**config.mk**
```make
export PLATFORM = sky130hd
export DESIGN_NAME = dds_sweep_ctrl_flat
export DESIGN_NICKNAME = d
export VERILOG_FILES = /design/src/rtl/dds_sweep_ctrl_if.sv /design/src/rtl/dds_sweep_ctrl.sv /design/src/flat_wrapper.sv
export SDC_FILE = /design/constraint.sdc
export NUM_CORES = 1
export LEC_CHECK = 0
export ABC_AREA = 1
export ABC_CLOCK_PERIOD_IN_PS = 8100
export BUFFER_PORTS_ARGS = -buffer_cell sky130_fd_sc_hd__buf_2
export CAP_MARGIN = 5
export CORE_ASPECT_RATIO = 0.6
export CORE_MARGIN = 1.5
export CORE_UTILIZATION = 38
export CTS_CLUSTER_DIAMETER = 60
export DETAILED_ROUTE_END_ITERATION = 10
export HOLD_SLACK_MARGIN = 0.06
export PLACE_DENSITY_LB_ADDON = 0.3
export SLEW_MARGIN = 20
export SYNTH_ARGS = -nofsm -noshare
export SYNTH_HDL_FRONTEND = slang
export SYNTH_SLANG_ARGS = --single-unit
export TNS_END_PERCENT = 30
```
**constraint.sdc**
```tcl
create_clock -name clk -period 8.1 [get_ports clk]
set_input_delay 0.81 -clock clk [delete_from_list [all_inputs] [get_ports clk]]
set_output_delay 0.81 -clock clk [all_outputs]
set_load 0.01 [all_outputs]
```
**src/rtl/dds_sweep_ctrl_if.sv**
```systemverilog
// dds_sweep_ctrl_if: sweep request/configuration inputs and DDS control outputs of the sweep sequencer
interface dds_sweep_ctrl_if #(
  parameter int M  = 24,
  parameter int CW = 16
);
  logic          start;
  logic          stop;
  logic          repeat_en;
  logic [M-1:0]  f_start;
  logic [M-1:0]  f_step;
  logic [CW-1:0] n_steps;
  logic [CW-1:0] dwell;
  logic [M-1:0]  p;
  logic          val_in;
  logic          ena_ac;
  logic          rst_ac;
  logic          busy;
  logic          done;
  logic [CW-1:0] step_idx;
  modport master (
    output start, stop, repeat_en, f_start, f_step, n_steps, dwell,
    input  p, val_in, ena_ac, rst_ac, busy, done, step_idx
  );
  modport slave (
    input  start, stop, repeat_en, f_start, f_step, n_steps, dwell,
    output p, val_in, ena_ac, rst_ac, busy, done, step_idx
  );
endinterface

```
**src/rtl/dds_sweep_ctrl.sv**
```systemverilog
// dds_sweep_ctrl: steps a DDS phase increment through a linear frequency sweep with dwell, repeat, abort and pipeline flush
module dds_sweep_ctrl #(
  parameter int M        = 24,
  parameter int CW       = 16,
  parameter int PIPE_LAT = 4
) (
  input logic          clk,
  input logic          rst_n,
  dds_sweep_ctrl_if.slave bus
);
  localparam int FW = PIPE_LAT < 2 ? 1 : $clog2(PIPE_LAT);
  localparam logic [FW-1:0] FLUSH_LAST = FW'(PIPE_LAT < 1 ? 0 : PIPE_LAT - 1);
  localparam logic [2:0] IDLE  = 3'd0;
  localparam logic [2:0] CLEAR = 3'd1;
  localparam logic [2:0] SWEEP = 3'd2;
  localparam logic [2:0] FLUSH = 3'd3;
  localparam logic [2:0] DONE  = 3'd4;
  logic [2:0]    state;
  logic [M-1:0]  p, f_start_r, f_step_r;
  logic [CW-1:0] n_steps_r, dwell_r, step_idx, dwell_cnt;
  logic [CW-1:0] dwell_last, step_last;
  logic [FW-1:0] flush_cnt;
  logic          rep_r, val_in, ena_ac, rst_ac, busy, done;
  logic          dwell_end, last_step;
  // zero dwell / zero step count behave as one
  always_comb begin
    dwell_last = (dwell_r == '0) ? '0 : dwell_r - CW'(1);
    step_last  = (n_steps_r == '0) ? '0 : n_steps_r - CW'(1);
    dwell_end  = dwell_cnt == dwell_last;
    last_step  = step_idx >= step_last;
  end
  always_ff @(posedge clk or negedge rst_n) begin
    if (!rst_n) begin
      state     <= IDLE;
      p         <= '0;
      f_start_r <= '0;
      f_step_r  <= '0;
      n_steps_r <= '0;
      dwell_r   <= '0;
      rep_r     <= 1'b0;
      step_idx  <= '0;
      dwell_cnt <= '0;
      flush_cnt <= '0;
      val_in    <= 1'b0;
      ena_ac    <= 1'b0;
      rst_ac    <= 1'b0;
      busy      <= 1'b0;
      done      <= 1'b0;
    end else begin
      case (state)
        IDLE: if (bus.start && !bus.stop) begin
          state     <= CLEAR;
          busy      <= 1'b1;
          rst_ac    <= 1'b1;
          f_start_r <= bus.f_start;
          f_step_r  <= bus.f_step;
          n_steps_r <= bus.n_steps;
          dwell_r   <= bus.dwell;
          rep_r     <= bus.repeat_en;
        end
        CLEAR: begin
          state     <= SWEEP;
          rst_ac    <= 1'b0;
          ena_ac    <= 1'b1;
          val_in    <= 1'b1;
          p         <= f_start_r;
          step_idx  <= '0;
          dwell_cnt <= '0;
        end
        SWEEP: begin
          // abort wins over any step advance scheduled for this cycle
          if (bus.stop) begin
            state     <= FLUSH;
            val_in    <= 1'b0;
            flush_cnt <= '0;
          end else if (dwell_end) begin
            dwell_cnt <= '0;
            if (!last_step) begin
              p        <= p + f_step_r;
              step_idx <= step_idx + CW'(1);
            end else if (rep_r) begin
              p        <= f_start_r;
              step_idx <= '0;
            end else begin
              state     <= FLUSH;
              val_in    <= 1'b0;
              flush_cnt <= '0;
            end
          end else begin
            dwell_cnt <= dwell_cnt + CW'(1);
          end
        end
        FLUSH: begin
          if (flush_cnt == FLUSH_LAST) begin
            state  <= DONE;
            done   <= 1'b1;
            ena_ac <= 1'b0;
            p      <= '0;
          end else begin
            flush_cnt <= flush_cnt + FW'(1);
          end
        end
        DONE: begin
          state    <= IDLE;
          done     <= 1'b0;
          busy     <= 1'b0;
          step_idx <= '0;
        end
        default: state <= IDLE;
      endcase
    end
  end
  assign bus.p        = p;
  assign bus.val_in   = val_in;
  assign bus.ena_ac   = ena_ac;
  assign bus.rst_ac   = rst_ac;
  assign bus.busy     = busy;
  assign bus.done     = done;
  assign bus.step_idx = step_idx;
endmodule

```
**src/flat_wrapper.sv**
```systemverilog
// flat-port wrapper written by rule: the top's interface ports become plain ports
module dds_sweep_ctrl_flat 
#(
  parameter int M        = 24,
  parameter int CW       = 16,
  parameter int PIPE_LAT = 4
)
  (clk, rst_n, bus_start, bus_stop, bus_repeat_en, bus_f_start, bus_f_step, bus_n_steps, bus_dwell, bus_p, bus_val_in, bus_ena_ac, bus_rst_ac, bus_busy, bus_done, bus_step_idx);
  dds_sweep_ctrl_if #(.M(M), .CW(CW)) bus_i ();
  input logic clk;
  input logic rst_n;
  input wire logic [$bits(bus_i.start)-1:0] bus_start;
  input wire logic [$bits(bus_i.stop)-1:0] bus_stop;
  input wire logic [$bits(bus_i.repeat_en)-1:0] bus_repeat_en;
  input wire logic [$bits(bus_i.f_start)-1:0] bus_f_start;
  input wire logic [$bits(bus_i.f_step)-1:0] bus_f_step;
  input wire logic [$bits(bus_i.n_steps)-1:0] bus_n_steps;
  input wire logic [$bits(bus_i.dwell)-1:0] bus_dwell;
  output wire logic [$bits(bus_i.p)-1:0] bus_p;
  output wire logic [$bits(bus_i.val_in)-1:0] bus_val_in;
  output wire logic [$bits(bus_i.ena_ac)-1:0] bus_ena_ac;
  output wire logic [$bits(bus_i.rst_ac)-1:0] bus_rst_ac;
  output wire logic [$bits(bus_i.busy)-1:0] bus_busy;
  output wire logic [$bits(bus_i.done)-1:0] bus_done;
  output wire logic [$bits(bus_i.step_idx)-1:0] bus_step_idx;
  assign bus_i.start = bus_start;
  assign bus_i.stop = bus_stop;
  assign bus_i.repeat_en = bus_repeat_en;
  assign bus_i.f_start = bus_f_start;
  assign bus_i.f_step = bus_f_step;
  assign bus_i.n_steps = bus_n_steps;
  assign bus_i.dwell = bus_dwell;
  assign bus_p = bus_i.p;
  assign bus_val_in = bus_i.val_in;
  assign bus_ena_ac = bus_i.ena_ac;
  assign bus_rst_ac = bus_i.rst_ac;
  assign bus_busy = bus_i.busy;
  assign bus_done = bus_i.done;
  assign bus_step_idx = bus_i.step_idx;
  dds_sweep_ctrl #(.M(M), .CW(CW), .PIPE_LAT(PIPE_LAT)) u_core (.clk(clk), .rst_n(rst_n), .bus(bus_i));
endmodule
```
==> flow_metrics.env, run 1 <==
export IMPL_post_synth_cell_area_avg_sq_um=7.403
export IMPL_port_buffer_count=129
export IMPL_timing_hold_violations_final=0
export IMPL_ios=130
export IMPL_detailed_place_area_sq_um=10800
export IMPL_slew_limit_headroom_pct=38.42
export IMPL_detail_route_antenna_nets=0
export IMPL_slowest_delay_ps=630
export IMPL_cts_htree_levels=4
export IMPL_tritoncts="done"
export IMPL_critical_path_top_cell_by_count="sky130_fd_sc_hd__nand2_1"
export IMPL_critPathCaptureType="register"
export IMPL_numPlacedInstances=1773
export IMPL_worst_clock_skew_ps=7.325
export IMPL_final_cell_area_sq_um=11380
export IMPL_post_route_drc_count=0
export IMPL_drive_gt1_share_pct=15.83
export IMPL_num_vias=9459
export IMPL_timing_final_crit_period_ps=4509
export IMPL_drt_vias_per_instance=5.240
export IMPL_finalWirelength_um=29790
export IMPL_ys_warnings_count=0
export IMPL_gr_usage_all_layers_pct=22.78
export IMPL_core_area_sq_um=25390
export IMPL_cts_clk_slew_worst_paths_ps=60
export IMPL_gp_congestion=0.9787
export IMPL_grt_antenna_before_repair=0
export IMPL_ir_worst_vdd_v=0.0001604
export IMPL_max_clock_freq_mhz=221.8
export IMPL_cts_setup_buffers=0
export IMPL_drv_slew=0
export IMPL_fillCellCount=2648
export IMPL_synth_edff_count=0
export IMPL_drt_iter0_markers=963
export IMPL_cts_inserted_buffers=17
export IMPL_cts_hold_repair_buffers=0
export IMPL_post_synth_inst_count=1332
export IMPL_postLayoutCoreUtil_pct=44.83
export IMPL_critPathKind="reg2reg"
export IMPL_setup_total_negative_slack_ps=0
export IMPL_ys_flop_type="sky130_fd_sc_hd__dfrtp_1"
export IMPL_detailedRoute_firstPassIterationCount=7
export IMPL_grt_pass1_vias=8569
export IMPL_yosys_register_bits=147
export IMPL_cts_num_sinks=147
export IMPL_start_util_pct=38.83
export IMPL_non_filler_cells_in_the_finished_layout=1805
export IMPL_synth_async_sr_flop_share_pct=100.0
export IMPL_worst_slew_pin_slew_ps=921.4
export IMPL_ctsLongestPathBuffers=2
export IMPL_die_w_um=211.0
export IMPL_synth_sequential_area_ratio_pct=37.30
export IMPL_syn_nets=1463
export IMPL_fp_dieH_um=127.8
export IMPL_crit_path_max_fanout=44
export IMPL_final_hold_worst_slack_ps=440.5
export IMPL_worst_endpoint_arrival_ps=4840
export IMPL_cts_repair_resize_count=0
export IMPL_outcome="finished clean"
export IMPL_critical_path_required_ps=8430
export IMPL_leakage_nw=5.837
export IMPL_cp_cell_sequence="nor2_1 > nand3_1 > inv_1 > nand2_1 > inv_1 > nand2_1 > inv_1 > nand2_1 > nor4_1 > xor2_1 > nand2_1 > ha_1 > a21oi_1 > o21ai_0 > a21oi_1 > nand3_1 > buf_4 > nand3_1 > buf_4 > nand3_1 > nand2_1 > nand2_1"
export IMPL_first_pass_grt_wire_length_um=47580
export IMPL_final_setup_viol_count=0
export IMPL_post_dp_hpwl_um=22130
export IMPL_nets=1571
export IMPL_clock_tree_root_buffer_cell="sky130_fd_sc_hd__clkbuf_16"
export IMPL_largest_net_degree_at_the_start_of_global_routing=93
export IMPL_routedWlPerCell_um=16.51
export IMPL_cellPowerDensity_nw_per_um2=399.4
export IMPL_grt_ovfl_total=0
export IMPL_area_of_the_die_sq_um=26960
export IMPL_timing_critical_path_slowest_stage_cell="sky130_fd_sc_hd__nand3_1"
export IMPL_multi_input_combinational_cell_area_sq_um=5465
export IMPL_layout_area_overhead_pct=15.44
export IMPL_min_delay_path_class="in2async"
export IMPL_placementRows=45
export IMPL_seqCellArea_sq_um=3679
export IMPL_cp_start_kind="register"
export IMPL_rsz0062_at_grt="false"
export IMPL_antenna_cells_inserted=0
export IMPL_synth_cell_area_sq_um=9861
export IMPL_ys_types=42
export IMPL_clk_latency_ps=450
export IMPL_maxCapViolations=0
export IMPL_post_route_period_util_pct=55.67
[cell usage after synthesis, types with 2 or more instances]
library cell	count	area, sq um
sky130_fd_sc_hd__nor2_2	5	31.28
sky130_fd_sc_hd__a21o_1	2	15.01
sky130_fd_sc_hd__nand3_1	80	400.4
sky130_fd_sc_hd__xor2_1	35	306.5
sky130_fd_sc_hd__nand3b_1	3	22.52
sky130_fd_sc_hd__nor4_1	11	68.82
sky130_fd_sc_hd__nor3_1	33	165.2
sky130_fd_sc_hd__o21ai_0	43	215.2
sky130_fd_sc_hd__nand2_2	2	12.51
sky130_fd_sc_hd__a211oi_1	2	15.01
sky130_fd_sc_hd__a31o_2	2	17.52
sky130_fd_sc_hd__buf_1	3	11.26
sky130_fd_sc_hd__a22oi_1	2	15.01
sky130_fd_sc_hd__o21bai_1	3	22.52
sky130_fd_sc_hd__buf_6	5	56.30
sky130_fd_sc_hd__clkbuf_1	30	112.6
sky130_fd_sc_hd__nor2_1	128	480.5
sky130_fd_sc_hd__clkinv_1	2	7.510
sky130_fd_sc_hd__or2_2	2	12.51
sky130_fd_sc_hd__ha_1	45	563.0
sky130_fd_sc_hd__xnor2_1	11	96.34
sky130_fd_sc_hd__a31oi_1	2	12.51
sky130_fd_sc_hd__o211ai_1	7	52.55
sky130_fd_sc_hd__nand2_1	354	1329
sky130_fd_sc_hd__nand4_1	69	431.7
sky130_fd_sc_hd__a21oi_1	102	510.5
sky130_fd_sc_hd__mux2_2	46	518.0
sky130_fd_sc_hd__dfrtp_1	147	3679
sky130_fd_sc_hd__inv_1	137	514.2
sky130_fd_sc_hd__buf_2	7	35.03
[layer usage]
metal,GRT usage (%),up-vias,wire [um]
met5,0,-,0
met4,6.176,0,345
met3,4.385,29,2209
met2,28.95,310,10850
met1,37.56,4464,16390
li1,-,4656,-
[final timing paths]
path	slack (ps)	start	to	cells after the start
worst max-delay path	3590	u_core.n_steps_r[2]	u_core.bus.step_idx[1]	22
worst min-delay path	440	rst_n	u_core.f_start_r[9]	1
worst max register to register	3590	u_core.n_steps_r[2]	u_core.bus.step_idx[1]	22
worst min register to register	470	u_core.bus.ena_ac	u_core.bus.ena_ac	2
max in group asynchronous	6410	rst_n	u_core.f_step_r[22]	2
min in group clk	470	u_core.bus.ena_ac	u_core.bus.ena_ac	2
[critical path: cells and delay by family (launching register included)]
kind	cells	cell delay (ps)
adder cells (fa/ha/maj)	1	300
AND/OR/NAND/NOR	12	2030
flip-flops	1	410
buffers and inverters	5	980
XOR/XNOR	1	180
AO/OA/AOI/OAI	3	420
[layout make-up]
| cell class | instances | area share (%) |
|---|---|---|
| multi-input combinational | 1000 | 48.01 |
| clock buffer | 26 | 4.737 |
| sequential | 147 | 32.31 |
| timing repair buffer | 135 | 6.122 |
| tap | 352 | 3.869 |
| inverter | 139 | 4.583 |
| clock inverter | 6 | 0.3627 |
[state kept, by name, summed over array words and instances (netlist names), 2 cells and up]
register,flops
u_core.dwell_r,16
u_core.f_start_r,24
u_core.bus.p,24
u_core.f_step_r,24
u_core.state,3
u_core.n_steps_r,16
u_core.flush_cnt,2
u_core.dwell_cnt,16
u_core.bus.step_idx,16
[where the power goes]
part / switching (W) / internal (W) / leakage, nW
clock: 0.000330 / 0.000457 / 0.281
sequential: 0.000269 / 0.00103 / 1.79
combinational: 0.00160 / 0.000864 / 3.76
total: 0.00220 / 0.00235 / 5.84
[cell usage in the layout, fill, tap and decap left out, types with 2 or more instances in the layout]
cell	synthesis	final
sky130_fd_sc_hd__inv_1	137	137
sky130_fd_sc_hd__nand3_4	1	2
sky130_fd_sc_hd__a22oi_1	2	2
sky130_fd_sc_hd__buf_2	7	128
sky130_fd_sc_hd__mux2_2	46	46
sky130_fd_sc_hd__buf_4	1	6
sky130_fd_sc_hd__or2_2	2	2
sky130_fd_sc_hd__nor2_2	5	5
sky130_fd_sc_hd__nor4_1	11	11
sky130_fd_sc_hd__nand3b_1	3	3
sky130_fd_sc_hd__clkinv_1	2	2
sky130_fd_sc_hd__a21oi_1	102	102
sky130_fd_sc_hd__xnor2_1	11	11
sky130_fd_sc_hd__nand2_2	2	3
sky130_fd_sc_hd__clkinvlp_4	0	3
sky130_fd_sc_hd__nor2_1	128	128
sky130_fd_sc_hd__a21o_1	2	2
sky130_fd_sc_hd__dfrtp_1	147	147
sky130_fd_sc_hd__o21ai_0	43	43
sky130_fd_sc_hd__clkbuf_8	0	8
sky130_fd_sc_hd__clkinv_2	0	2
sky130_fd_sc_hd__a31oi_1	2	2
sky130_fd_sc_hd__o21bai_1	3	3
sky130_fd_sc_hd__ha_1	45	45
sky130_fd_sc_hd__nand4_1	69	69
sky130_fd_sc_hd__clkbuf_16	0	17
sky130_fd_sc_hd__nand3_1	80	79
sky130_fd_sc_hd__nor3_1	33	33
sky130_fd_sc_hd__a31o_2	2	2
sky130_fd_sc_hd__xor2_1	35	35
sky130_fd_sc_hd__a211oi_1	2	2
sky130_fd_sc_hd__o211ai_1	7	7
sky130_fd_sc_hd__nand2_1	354	353
[through the flow]
step | total power, W | worst slack, ps
3_3_place_gp | 0.003670 | 3882
6_report | 0.004546 | 3591
3_5_place_dp | 0.003712 | 3690
5_1_grt | 0.004922 | 3057
4_1_cts | 0.004519 | 3654
2_1_floorplan | 0.003004 | 4896
[cell families (layout without fill, tap and decap cells)]
family / after synthesis / in the layout / synth area share [%]
simple gates: 692 / 692 / 30.48
fa+ha+maj: 46 / 46 / 5.913
buf+inv: 185 / 306 / 7.550
mux: 46 / 46 / 5.253
xor+xnor: 47 / 47 / 4.251
flops: 147 / 147 / 37.30
compound gates: 169 / 169 / 9.250
Power figures use the tool's default switching activity.
==> run 2, diff against run 1 <==
- ABC_AREA: 1 -> 0
- ABC_CLOCK_PERIOD_IN_PS: 8100 -> 3700
- clock period: 8.1 -> 3.7 ns (I/O delays scaled with it)
==> run 2 against run 1 <==
Net effect:
- wire length fell by 14%
- sequential power grew 120%
- largest cell class unchanged
- sequential share of layout area shrank 0.082 points
- synthesized area down 6.6%
- the run now ends with negative setup slack left
- power rose by 100%
- first-iteration DRC count shrank 43%
- via count fell by 16%
- register-to-register slack got worse by 3900 ps
==> flow_metrics.env, run 2 <==
export IMPL_outcome="finished, violations left"
export IMPL_violations="negative setup slack"
export IMPL_num_vias=7957
export IMPL_layout_area_overhead_pct=23.88
export IMPL_final_setup_viol_count=40
export IMPL_synth_async_sr_flop_share_pct=100.0
export IMPL_routedWlPerCell_um=17.74
export IMPL_synth_most_common_cell="sky130_fd_sc_hd__dfrtp_1"
export IMPL_area_of_the_die_sq_um=25220
export IMPL_critPathCaptureType="register"
export IMPL_post_route_drc_count=0
export IMPL_first_pass_grt_wire_length_um=40970
export IMPL_nets=1245
export IMPL_detailedRoute_firstPassIterationCount=5
export IMPL_cp_start_kind="register"
export IMPL_worst_endpoint_arrival_ps=4320
export IMPL_post_synth_inst_count=953
export IMPL_core_area_sq_um=23460
export IMPL_timing_final_crit_period_ps=3992
export IMPL_synthDominantCellAreaShare_pct=39.93
export IMPL_ctsLongestPathBuffers=2
export IMPL_clock_tree_root_buffer_cell="sky130_fd_sc_hd__clkbuf_16"
export IMPL_die_w_um=204.0
export IMPL_detail_route_antenna_nets=0
export IMPL_ys_flop_type="sky130_fd_sc_hd__dfrtp_1"
export IMPL_yosys_area_top_type="sky130_fd_sc_hd__dfrtp_1"
export IMPL_timing_final_ws_setup_ps=-292.2
export IMPL_largest_net_degree_at_the_start_of_global_routing=94
export IMPL_cts_num_sinks=147
export IMPL_drt_vias_per_instance=5.518
export IMPL_drive_gt1_share_pct=29.81
export IMPL_min_delay_path_class="in2reg"
export IMPL_post_dp_hpwl_um=18780
export IMPL_drv_slew=0
export IMPL_cts_inserted_buffers=17
export IMPL_drt_iter0_markers=546
export IMPL_worst_clock_skew_ps=8.326
export IMPL_max_clock_freq_mhz=250.5
export IMPL_worst_slew_pin_slew_ps=897.5
export IMPL_slew_limit_headroom_pct=40.17
export IMPL_ys_warnings_count=0
export IMPL_cts_htree_levels=4
export IMPL_post_synth_cell_area_avg_sq_um=9.667
export IMPL_final_cell_area_sq_um=11410
export IMPL_synthTopCellsByCount="147 x sky130_fd_sc_hd__dfrtp_1, 81 x sky130_fd_sc_hd__mux2_2, 73 x sky130_fd_sc_hd__nor2_1, 67 x sky130_fd_sc_hd__nand2_1, 57 x sky130_fd_sc_hd__o21ai_0"
export IMPL_rsz0062_at_grt="true"
export IMPL_gp_congestion=0.9415
export IMPL_timing_hold_violations_final=0
export IMPL_yosys_register_bits=147
export IMPL_setup_total_negative_slack_ps=-8256
export IMPL_postLayoutCoreUtil_pct=48.65
export IMPL_critPathKind="reg2reg"
export IMPL_synthTopCellsByArea="sky130_fd_sc_hd__dfrtp_1 40%, sky130_fd_sc_hd__mux2_2 9.9%, sky130_fd_sc_hd__ha_1 6.1%, sky130_fd_sc_hd__o21ai_0 3.1%, sky130_fd_sc_hd__nor2_1 3.0%"
export IMPL_gr_usage_all_layers_pct=20.91
export IMPL_crit_path_max_fanout=7
export IMPL_cts_clk_slew_worst_paths_ps=60
export IMPL_placementRows=43
export IMPL_reg_largest_list="u_core.bus.p (24), u_core.f_start_r (24), u_core.f_step_r (24)"
export IMPL_critical_path_required_ps=4030
export IMPL_maxCapViolations=0
export IMPL_cellPowerDensity_nw_per_um2=808.3
export IMPL_post_route_period_util_pct=107.9
export IMPL_grt_pass1_vias=7622
export IMPL_start_util_pct=39.27
export IMPL_ir_worst_vdd_v=0.0003264
export IMPL_ys_types=74
export IMPL_synth_edff_count=0
export IMPL_detailed_place_area_sq_um=10570
export IMPL_syn_nets=1084
export IMPL_ios=130
export IMPL_fp_dieH_um=123.6
export IMPL_synth_cell_area_sq_um=9213
export IMPL_final_common_cell="sky130_fd_sc_hd__dfrtp_1"
export IMPL_most_frequent_cells_in_the_layout="147 x sky130_fd_sc_hd__dfrtp_1, 128 x sky130_fd_sc_hd__buf_2, 81 x sky130_fd_sc_hd__mux2_2, 66 x sky130_fd_sc_hd__nor2_1, 63 x sky130_fd_sc_hd__nand2_1"
export IMPL_port_buffer_count=129
export IMPL_synth_sequential_area_ratio_pct=39.93
export IMPL_antenna_cells_inserted=0
export IMPL_grt_ovfl_total=0
export IMPL_tritoncts="done"
export IMPL_clk_latency_ps=440
export IMPL_non_filler_cells_in_the_finished_layout=1442
export IMPL_numPlacedInstances=1404
export IMPL_leakage_nw=5.249
export IMPL_grt_antenna_before_repair=0
export IMPL_finalWirelength_um=25580
## run 2: cell count changes in the layout (fill, tap and decap cells not counted), sizes merged, moves of 15 or more
cell	delta
nand2	-289
inv	-99
nor2	-61
nand4	-58
a21oi	-57
nand3	-52
buf	+49
mux2	+48
xor2	-21
a22o	+17
and3	+17
nor2b	+16
o21ai	+15
xnor2	+15
## run 2: repair_timing
item	CTS	global route
hold buffers	1	0
gates cloned	0	2
endpoints found under the hold margin	18	0
endpoints found under the setup margin	41	44
resized for setup	8	38
buffers inserted	1	2
pin swaps	2	13
## run 2: area by class of cell
type / count / area, sq um
Fill cell: 2256 / 12050
Multi-Input combinational cell: 723 / 5376
Sequential cell: 147 / 3679
Timing Repair Buffer: 187 / 1222
Clock buffer: 21 / 470.5
Tap cell: 315 / 394.1
Inverter: 38 / 142.6
Clock inverter: 11 / 127.6
## run 2: power by group
| group | total (W) | switching [W] | internal (W) |
|---|---|---|---|
| Sequential | 0.00286 | 0.000654 | 0.00221 |
| Clock | 0.00177 | 0.000723 | 0.00105 |
| Combinational | 0.00459 | 0.00235 | 0.00223 |
| Total | 0.00922 | 0.00373 | 0.00549 |
## run 2: kinds of logic after synthesis
family                     share of synthesized area, %
AOI/OAI and AO/OA                                 16.95
xor gates and xnor gates                          3.898
adders and majority gates                         6.329
buffers and inverters                             3.640
DFF                                               39.93
muxes                                             12.14
and+or+nand+nor                                   17.11
## run 2: critical path: stages (launching register included)
cell and delay (ps):
sky130_fd_sc_hd__dfrtp_1 380, sky130_fd_sc_hd__or3_4 400, sky130_fd_sc_hd__or4_4 470, sky130_fd_sc_hd__nor3_4 140, sky130_fd_sc_hd__buf_4 140, sky130_fd_sc_hd__nand2_4 70
sky130_fd_sc_hd__nor3_4 200, sky130_fd_sc_hd__xor2_1 160, sky130_fd_sc_hd__nand2_1 70, sky130_fd_sc_hd__ha_1 280, sky130_fd_sc_hd__and4_4 210, sky130_fd_sc_hd__buf_6 100
sky130_fd_sc_hd__o2111ai_4 100, sky130_fd_sc_hd__nor2b_4 170, sky130_fd_sc_hd__or2_4 240, sky130_fd_sc_hd__a31o_4 270, sky130_fd_sc_hd__clkbuf_16 170, sky130_fd_sc_hd__mux2_1 310
## run 2: stage by stage
stage                     total power (W)  setup WS, ps  hold WS [ps]
final                            0.009224        -292.2         135.7
after global routing             0.009919        -428.3         133.9
after detailed placement         0.007185        -309.6         497.0
after global placement           0.007090        -171.3         498.3
after floorplan                  0.005732        -66.62         74.41
after CTS                        0.009047        -216.0         117.2
## run 2: final timing paths
check,from,depth (start not counted),slack [ps],to
max in group asynchronous,rst_n,3,2270,u_core.f_step_r[14]
worst max-delay path,u_core.n_steps_r[4],17,-290,u_core.bus.p[11]
worst min-delay path,bus_dwell[1],3,140,u_core.dwell_r[1]
min in group asynchronous,rst_n,2,570,u_core.bus.step_idx[12]
worst min register to register,u_core.f_step_r[5],1,510,u_core.f_step_r[5]
worst max register to register,u_core.n_steps_r[4],17,-290,u_core.bus.p[11]
## run 2: layer usage
layer	track usage (%)	vias to the layer above	wire, um
met2	29.49	225	10640
li1	-	3839	-
met1	31.28	3872	13080
met4	6.020	0	299
met5	0	-	0
met3	5.259	21	1553
==> run 3, diff against run 2 <==
- CORE_MARGIN: 1.5 -> 10
==> run 3 against run 2 <==
Net effect:
- the run still ends with negative setup slack left
- wire length is 3.5% higher
- first-iteration DRC count increased by 33%
- critical path depth decreased by 1
- worst setup slack better by 2.5 ps
- register-to-register slack barely moved
- fmax is essentially flat
- flip-flop and latch count is the same
- power down 0.35%
- count of clock-buffer cells in the layout fell by 1
- hold slack got worse by 2.9 ps
- sequential power hardly changed
- clock power hardly changed
- largest power group unchanged
==> flow_metrics.env, run 3 (synthesis gave the netlist of run 2 again) <==
export IMPL_fillCellCount=2331
export IMPL_port_buffer_count=129
export IMPL_hold_path_origin="bus_f_step[1]"
export IMPL_gp_congestion=0.9449
export IMPL_final_common_cell="sky130_fd_sc_hd__dfrtp_1"
export IMPL_worst_hold_path_endpoint="u_core.f_step_r[1]"
export IMPL_clock_tree_root_buffer_cell="sky130_fd_sc_hd__clkbuf_16"
export IMPL_grt_ovfl_total=0
export IMPL_drt_vias_per_instance=5.478
export IMPL_leakage_nw=5.235
export IMPL_dr_wl_met2_um=11100
export IMPL_rsz0062_at_grt="true"
export IMPL_fp_dieH_um=140.6
export IMPL_cts_clk_slew_worst_paths_ps=60
export IMPL_clk_latency_ps=440
export IMPL_area_of_the_die_sq_um=31080
export IMPL_non_filler_cells_in_the_finished_layout=1449
export IMPL_timing_critical_path_buf_inv=2
export IMPL_tritoncts="done"
export IMPL_drive_gt1_share_pct=30.35
export IMPL_detail_route_antenna_nets=0
export IMPL_grt_antenna_before_repair=0
export IMPL_critical_path_top_delay_family="simple AND/OR/NAND/NOR gates"
export IMPL_min_delay_path_class="in2reg"
export IMPL_critPathCaptureType="register"
export IMPL_gr_usage_all_layers_pct=16.76
export IMPL_highest_layer="met4"
export IMPL_grt_pass1_vias=7574
export IMPL_final_setup_viol_count=44
export IMPL_postLayoutCoreUtil_pct=47.48
export IMPL_cts_htree_levels=4
export IMPL_rrSetupSlack_ps=-290
export IMPL_cp_start_kind="register"
export IMPL_core_area_sq_um=24000
export IMPL_placementRows=44
export IMPL_max_clock_freq_mhz=250.6
export IMPL_die_w_um=221.0
export IMPL_timing_critical_path_slowest_stage_cell="sky130_fd_sc_hd__or4_4"
export IMPL_route_met3_wl_um=1639
export IMPL_nets=1245
export IMPL_detailedRoute_firstPassIterationCount=6
export IMPL_numPlacedInstances=1411
export IMPL_timing_hold_violations_final=0
export IMPL_ir_worst_vdd_v=0.0003796
export IMPL_slowest_delay_ps=440
export IMPL_worst_hold_path_num_cells=3
export IMPL_reg_largest_list="u_core.bus.p (24), u_core.f_start_r (24), u_core.f_step_r (24)"
export IMPL_timing_final_crit_period_ps=3990
export IMPL_most_frequent_cells_in_the_layout="147 x sky130_fd_sc_hd__dfrtp_1, 128 x sky130_fd_sc_hd__buf_2, 77 x sky130_fd_sc_hd__mux2_2, 69 x sky130_fd_sc_hd__nor2_1, 64 x sky130_fd_sc_hd__nand2_1"
export IMPL_cellPowerDensity_nw_per_um2=806.5
export IMPL_start_util_pct=38.38
export IMPL_num_vias=7938
export IMPL_antenna_cells_inserted=0
export IMPL_post_route_drc_count=0
export IMPL_ctsLongestPathBuffers=2
export IMPL_worst_endpoint_arrival_ps=4310
export IMPL_timing_final_ws_setup_ps=-289.7
export IMPL_crit_path_max_fanout=10
export IMPL_post_dp_hpwl_um=19690
export IMPL_drv_slew=0
export IMPL_r2r_start="u_core.n_steps_r[4]"
export IMPL_cp_cell_sequence="or3_4 > or4_4 > nor3_4 > and3b_2 > buf_6 > a21oi_1 > ha_1 > nand2b_1 > a31oi_1 > o21ai_1 > o2111ai_2 > nor2b_4 > or2_4 > a31o_4 > clkbuf_16 > mux2_1"
export IMPL_largest_net_degree_at_the_start_of_global_routing=80
export IMPL_maxCapViolations=0
export IMPL_drt_iter0_markers=724
export IMPL_layout_area_overhead_pct=23.71
export IMPL_worst_r2r_path_depth=16
export IMPL_detail_route_wirelength_met1_um=13490
export IMPL_critical_path_required_ps=4020
export IMPL_preCtsSetupSlack_ps=-272.7
export IMPL_finalWirelength_um=26480
export IMPL_violations="negative setup slack"
export IMPL_first_pass_grt_wire_length_um=42490
export IMPL_cts_inserted_buffers=17
export IMPL_slew_limit_headroom_pct=44.65
export IMPL_critPathKind="reg2reg"
export IMPL_outcome="finished, violations left"
export IMPL_reg_to_reg_end="u_core.bus.p[16]"
export IMPL_ios=130
export IMPL_cts_num_sinks=147
export IMPL_routedWlPerCell_um=18.28
export IMPL_post_route_period_util_pct=107.8
export IMPL_worst_clock_skew_ps=5.539
export IMPL_worst_slew_pin_slew_ps=822.6
## run 3: repair_timing
item / in CTS / in global routing
resized for setup: 14 / 37
cloned: 0 / 2
hold buffers: 1 / 0
buffers inserted: 0 / 3
pin swaps: 0 / 6
setup endpoints to repair: 43 / 51
endpoints found under the hold margin: 68 / 0
## run 3: worst max path at each step
stage / depth (start not counted) / start / slack (ps) / endpoint
after detailed placement: 16 / u_core.n_steps_r[4] / -270 / u_core.bus.p[14]
after floorplan: 17 / u_core.n_steps_r[4] / -70 / u_core.bus.p[16]
after global routing: 16 / u_core.n_steps_r[4] / -420 / u_core.bus.p[5]
after global placement: 16 / u_core.n_steps_r[4] / -190 / u_core.bus.p[8]
final: 16 / u_core.n_steps_r[4] / -290 / u_core.bus.p[16]
after CTS: 15 / u_core.n_steps_r[4] / -220 / u_core.bus.p[15]
## run 3: where the power goes
part           switching [W]  internal [W]  total (W)
clock               0.000723       0.00104    0.00177
sequential          0.000641       0.00221    0.00285
combinational        0.00235       0.00222    0.00457
## run 3: per-layer routing
layer | up-vias | global-route usage, %
li1 | 3852 | -
met1 | 3824 | 24.60
met2 | 240 | 23.53
met3 | 22 | 4.605
met4 | 0 | 4.200
met5 | - | 0
## run 3: final cells by class
cell class | instances | area, sq um | share of cell area [%]
multi-input cells | 723 | 5371 | 47.13
flip-flops and latches | 147 | 3679 | 32.28
repair buffers | 187 | 1204 | 10.56
clock buffers | 20 | 466.7 | 4.095
well taps | 322 | 402.9 | 3.535
inverters | 38 | 142.6 | 1.252
clock inverters | 12 | 131.4 | 1.153
## run 3: per-stage QoR
step	TNS (ps)	hold WS (ps)	total power (W)	cell area, sq um
6_report	-8654	132.8	0.009192	11400
3_5_place_dp	-7082	417.1	0.007163	10580
2_1_floorplan	-873.2	74.41	0.005732	9259
4_1_cts	-4813	117.1	0.009005	11220
5_1_grt	-13990	129.3	0.009881	11400
3_3_place_gp	-4364	414.1	0.007081	10580
## run 3: worst register-to-register path: stages, from the launching register on
cell and delay [ps]:
sky130_fd_sc_hd__dfrtp_1 370, sky130_fd_sc_hd__or3_4 400, sky130_fd_sc_hd__or4_4 440, sky130_fd_sc_hd__nor3_4 160, sky130_fd_sc_hd__and3b_2 250, sky130_fd_sc_hd__buf_6 120, sky130_fd_sc_hd__a21oi_1 90, sky130_fd_sc_hd__ha_1 290
sky130_fd_sc_hd__nand2b_1 90, sky130_fd_sc_hd__a31oi_1 80, sky130_fd_sc_hd__o21ai_1 210, sky130_fd_sc_hd__o2111ai_2 200, sky130_fd_sc_hd__nor2b_4 170, sky130_fd_sc_hd__or2_4 240, sky130_fd_sc_hd__a31o_4 270, sky130_fd_sc_hd__clkbuf_16 180
sky130_fd_sc_hd__mux2_1 310
